**config.mk**
```make
export PLATFORM = sky130hd
export DESIGN_NAME = param_pipeline_unit
export DESIGN_NICKNAME = d
export VERILOG_FILES = /design/src/rtl/pipeline_pkg.sv /design/src/rtl/pipe_stage.sv /design/src/rtl/param_pipeline_unit.sv
export SDC_FILE = /design/constraint.sdc
export NUM_CORES = 1
export LEC_CHECK = 0
export CORE_MARGIN = 5
export CORE_UTILIZATION = 50
export DETAILED_ROUTE_END_ITERATION = 8
export PLACE_DENSITY = 0.69
export SLEW_MARGIN = 30
export SYNTH_ARGS = -nofsm -noshare
export SYNTH_HDL_FRONTEND = slang
export SYNTH_HIERARCHICAL = 1
export SYNTH_SLANG_ARGS = --single-unit
```
**constraint.sdc**
```tcl
create_clock -name clk -period 7.2 [get_ports clk]
set_clock_uncertainty 0.2 [all_clocks]
set_input_delay 2.16 -clock clk [delete_from_list [all_inputs] [get_ports clk]]
set_output_delay 2.16 -clock clk [all_outputs]
set_load 0.01 [all_outputs]
```
**src/rtl/pipeline_pkg.sv**
```systemverilog
// Shared defaults for the elastic add-pipeline: data width, stage count and per-stage increment.
package pipeline_pkg;

  localparam int unsigned PIPE_WIDTH     = 32;
  localparam int unsigned PIPE_DEPTH     = 5;
  localparam int unsigned PIPE_STAGE_INC = 10;

  function automatic int unsigned occ_width(input int unsigned depth);
    return $clog2(depth + 1);
  endfunction

endpackage

```
**src/rtl/pipe_stage.sv**
```systemverilog
// One pipeline slot: valid bit plus data register that loads src_data + STAGE_INC when enabled.
module pipe_stage
  import pipeline_pkg::*;
#(
  parameter int unsigned      WIDTH     = PIPE_WIDTH,
  parameter logic [WIDTH-1:0] STAGE_INC = WIDTH'(PIPE_STAGE_INC)
) (
  input  logic             clk,
  input  logic             reset,
  input  logic             clear,
  input  logic             load_en,
  input  logic             src_valid,
  input  logic [WIDTH-1:0] src_data,
  output logic             valid,
  output logic [WIDTH-1:0] data
);

  logic             valid_q, valid_d;
  logic [WIDTH-1:0] data_q, data_d;

  // clear only drops the valid bit; data left behind is don't-care
  always_comb begin
    valid_d = valid_q;
    data_d  = data_q;
    if (clear) begin
      valid_d = 1'b0;
    end else if (load_en) begin
      valid_d = src_valid;
      data_d  = src_data + STAGE_INC;
    end
  end

  always_ff @(posedge clk) begin
    if (reset) begin
      valid_q <= 1'b0;
      data_q  <= '0;
    end else begin
      valid_q <= valid_d;
      data_q  <= data_d;
    end
  end

  assign valid = valid_q;
  assign data  = data_q;

endmodule

```
**src/rtl/param_pipeline_unit.sv**
```systemverilog
// Elastic, bubble-collapsing pipeline of DEPTH add stages with flush and a registered occupancy count.
module param_pipeline_unit
  import pipeline_pkg::*;
#(
  parameter int unsigned      WIDTH     = PIPE_WIDTH,
  parameter int unsigned      DEPTH     = PIPE_DEPTH,
  parameter logic [WIDTH-1:0] STAGE_INC = WIDTH'(PIPE_STAGE_INC)
) (
  input  logic                       clk,
  input  logic                       reset,
  input  logic [WIDTH-1:0]           in_data,
  input  logic                       in_valid,
  output logic                       in_ready,
  input  logic                       flush,
  output logic [WIDTH-1:0]           out_data,
  output logic                       out_valid,
  input  logic                       out_ready,
  output logic [$clog2(DEPTH+1)-1:0] occupancy
);

  localparam int unsigned OCC_W = $clog2(DEPTH + 1);

  logic [DEPTH-1:0] v;
  logic [DEPTH-1:0] advance;
  logic [DEPTH-1:0] src_v;
  logic [WIDTH-1:0] d     [DEPTH];
  logic [WIDTH-1:0] src_d [DEPTH];
  logic             accept;
  logic             out_fire;
  logic [OCC_W-1:0] occ_q, occ_d;

  // A stage may move whenever any slot at or downstream of it is empty or the output drains
  always_comb begin
    advance          = '0;
    advance[DEPTH-1] = out_ready | ~v[DEPTH-1];
    for (int i = int'(DEPTH) - 2; i >= 0; i--) begin
      advance[i] = advance[i+1] | ~v[i];
    end
  end

  assign in_ready  = advance[0] & ~flush & ~reset;
  assign accept    = in_valid & in_ready;
  assign out_valid = v[DEPTH-1] & ~flush;
  assign out_fire  = out_valid & out_ready;
  assign out_data  = d[DEPTH-1];

  always_comb begin
    src_v    = '0;
    src_v[0] = accept;
    src_d[0] = in_data;
    for (int i = 1; i < int'(DEPTH); i++) begin
      src_v[i] = v[i-1];
      src_d[i] = d[i-1];
    end
  end

  for (genvar g = 0; g < DEPTH; g++) begin : g_stage
    pipe_stage #(
      .WIDTH    (WIDTH),
      .STAGE_INC(STAGE_INC)
    ) u_stage (
      .clk      (clk),
      .reset    (reset),
      .clear    (flush),
      .load_en  (advance[g]),
      .src_valid(src_v[g]),
      .src_data (src_d[g]),
      .valid    (v[g]),
      .data     (d[g])
    );
  end

  always_comb begin
    occ_d = occ_q;
    if (flush) begin
      occ_d = '0;
    end else begin
      case ({accept, out_fire})
        2'b10:   occ_d = occ_q + OCC_W'(1);
        2'b01:   occ_d = occ_q - OCC_W'(1);
        default: occ_d = occ_q;
      endcase
    end
  end

  always_ff @(posedge clk) begin
    if (reset) begin
      occ_q <= '0;
    end else begin
      occ_q <= occ_d;
    end
  end

  assign occupancy = occ_q;

endmodule

```
==> flow_summary.json <==
{
  "synth_flop_cell": "dfxtp_1",
  "dr.pass1.iters": 5,
  "antenna_found_initial": 0,
  "die_w_microns": 148.5,
  "power_switching_mw": 0.6458,
  "layout.nets": 1258,
  "crit_type": "in2out",
  "htree_levels": 4,
  "synth.distinct_cells": 48,
  "fin_crit_ns": 6.112,
  "tns_ns": 0,
  "cts_resized": 0,
  "p_comb_share_pct": 11.7,
  "overflow": 0,
  "fin_cells": 1461,
  "core.rowCount": 50,
  "start_util_pct": 51.08,
  "gr-usage-all-layers_pct": 20.55,
  "avgSynthCellArea_sq_um": 8.063,
  "drive_gt1_share_pct": 6.683,
  "n_antenna_cell": 0,
  "synthesis.area_sq_um": 9587,
  "critPathMaxFanout": 6,
  "worstPathRequired_ns": 4.84,
  "post-route-period-util_pct": 84.89,
  "drt_iter0_markers": 649,
  "final_common_cell": "dfxtp_1",
  "cts_root_buf": "clkbuf_16",
  "slew_viol_final": 0,
  "postCtsSetupBuffers": 0,
  "synthArstFlopShare_pct": 0,
  "ys_seq_area_share_pct": 35.08,
  "fmax_mhz": 163.6,
  "yosysWarnings": 6,
  "synthesis.nets": 1233,
  "cts_tree": "yes",
  "ir_worst_vdd_v": 0.0001560,
  "routabilityCongestion": 0.9061,
  "power_frac_clock_pct": 40.3,
  "final-setup-viol-count": 0,
  "dp_hpwl_mm": 16.23,
  "dp.cells": 1429,
  "drt-vias-per-instance": 5.981,
  "clockBufferDepth": 2,
  "clock_latency_ns": 0.43,
  "die_area_sq_um": 22040,
  "cp-start-kind": "input port",
  "rsz0062_at_grt": "false",
  "ctsHoldBuffers": 0,
  "core_sq_um": 18770,
  "layout_common_cells": "dfxtp_1, nor2_1, nand2_1",
  "hold_viol": 0,
  "pin_count": 74,
  "maxSlewHeadroom_pct": 42.22,
  "worst_slew_pin_slew_ns": 0.8666,
  "drt_drc_violations_left": 0,
  "grt_pass1_wl_mm": 38.40,
  "powerDensity_nw_per_um2": 202.0,
  "cap_viol_max_count": 0,
  "end_kind": "output pin",
  "pwr-share-seq_pct": 48.0,
  "cts.sinks": 168,
  "p_leak_nw": 3.622,
  "grt_pass1_vias": 7804,
  "worst_ep_arrival_time_ns": 3.75,
  "nFillCells": 1787,
  "status": "complete, no violations",
  "cts_made_buffers": 17,
  "hold_path_class": "reg2reg",
  "io_buffer_count": 73,
  "wl_per_cell_microns": 15.68,
  "synth_edf_count": 0,
  "synth.ff_latch_count": 168,
  "clk_pin_slew_worst_paths_ns": 0.07,
  "internal_power_mw": 1.570,
  "die_y_microns": 148.5,
  "grt_max_degree": 87,
  "netlist_instances": 1189,
  "switching_share_pct": 29.14,
  "ant_nets": 0,
  "drt_wl_total_mm": 22.91,
  "syn2layout_area_growth_pct": 14.42,
  "vias": 8738
}
## cells by family (layout without fill, tap and decap cells)
logic type	Yosys count	count (layout)	share of synthesized area (%)
simple gates	625	625	36.00
flops	168	168	35.08
buf+inv	84	122	3.681
compound gates	223	223	16.63
fa+ha+maj	7	7	0.9919
mux	10	10	1.044
xor+xnor	72	72	6.578
## power groups by stage
stage	clock network, mW	logic, mW	registers [mW]
2_1_floorplan	0	0.171	1.07
3_3_place_gp	0	0.256	1.08
3_5_place_dp	0	0.259	1.08
4_1_cts	0.914	0.260	1.06
5_1_grt	0.956	0.290	1.08
6_report	0.892	0.259	1.06
## flip-flops by register name, indices dropped and copies added (netlist names)
name and cells:
g_stage.u_stage/data 160, g_stage.u_stage/valid 5, occupancy 3
## final cells by class
class,instances,area [sq um],area share [%]
repair buffers,81,792.0,7.220
well taps,234,292.8,2.669
flip-flops and latches,168,3363,30.66
clock inverters,15,153.9,1.403
multi-input cells,937,5908,53.86
clock buffers,17,425.4,3.878
inverters,9,33.78,0.3080
## metal layers
metal | up-vias | wire (microns) | global-route usage [%]
li1 | 4590 | - | -
met3 | 42 | 864 | 2.559
met4 | 0 | 545 | 8.129
met1 | 3876 | 10750 | 27.17
met5 | - | 0 | 0
met2 | 230 | 10740 | 34.19
## worst max-delay path: stages
cell and delay [ns]:
clkdlybuf4s50_1 0.44, and4b_1 0.33, nand3_2 0.16, and2_1 0.18, clkdlybuf4s50_1 0.47
## per-stage QoR
step	hold slack (ns)	util, %	total power [mW]	instance area, sq um	setup WS [ns]
floorplan	0.2321	-	1.240	9587	2.097
detailed placement	0.2475	55.36	1.343	10390	1.078
finish	0.2560	58.45	2.216	10970	1.088
global placement	0.2419	55.36	1.338	10390	1.112
global route	0.2730	58.45	2.323	10970	1.007
CTS	0.2577	58.45	2.237	10970	1.066
## final timing paths
kind	startpoint	end	slack, ns	cells past startpoint
setup / recovery	out_ready	in_ready	1.09	5
hold / removal	g_stage[4].u_stage/data[0]$_SDFFE_PP0P_	g_stage[4].u_stage/data[0]$_SDFFE_PP0P_	0.26	2
setup reg to reg	g_stage[3].u_stage/valid$_SDFFE_PP0P_	g_stage[0].u_stage/data[30]$_SDFFE_PP0P_	4.70	6
hold reg to reg	g_stage[4].u_stage/data[0]$_SDFFE_PP0P_	g_stage[4].u_stage/data[0]$_SDFFE_PP0P_	0.26	2
## Yosys cell counts (6+ instances only)
library cell	count	area (sq um)
xnor2_1	35	306.5
and3_1	21	131.4
nand2b_1	11	68.82
nor2_1	142	533.0
buf_1	10	37.54
or4_1	10	75.07
nor3_1	47	235.2
inv_1	9	33.78
nor4_1	65	406.6
clkbuf_1	60	225.2
nor2b_1	6	37.54
ha_1	6	75.07
nor3b_1	20	150.1
a21oi_1	31	155.2
a211oi_1	85	638.1
nand4_1	40	250.2
o21ai_0	31	155.2
a311oi_1	25	219.0
nand3_1	81	405.4
dfxtp_1	168	3363
or2_2	10	62.56
and4_1	30	262.8
o211ai_1	10	75.07
mux2i_1	10	100.1
nand2_1	86	322.8
or3_1	21	131.4
xor2_1	37	324.1
(Power assumes the default switching activity.)
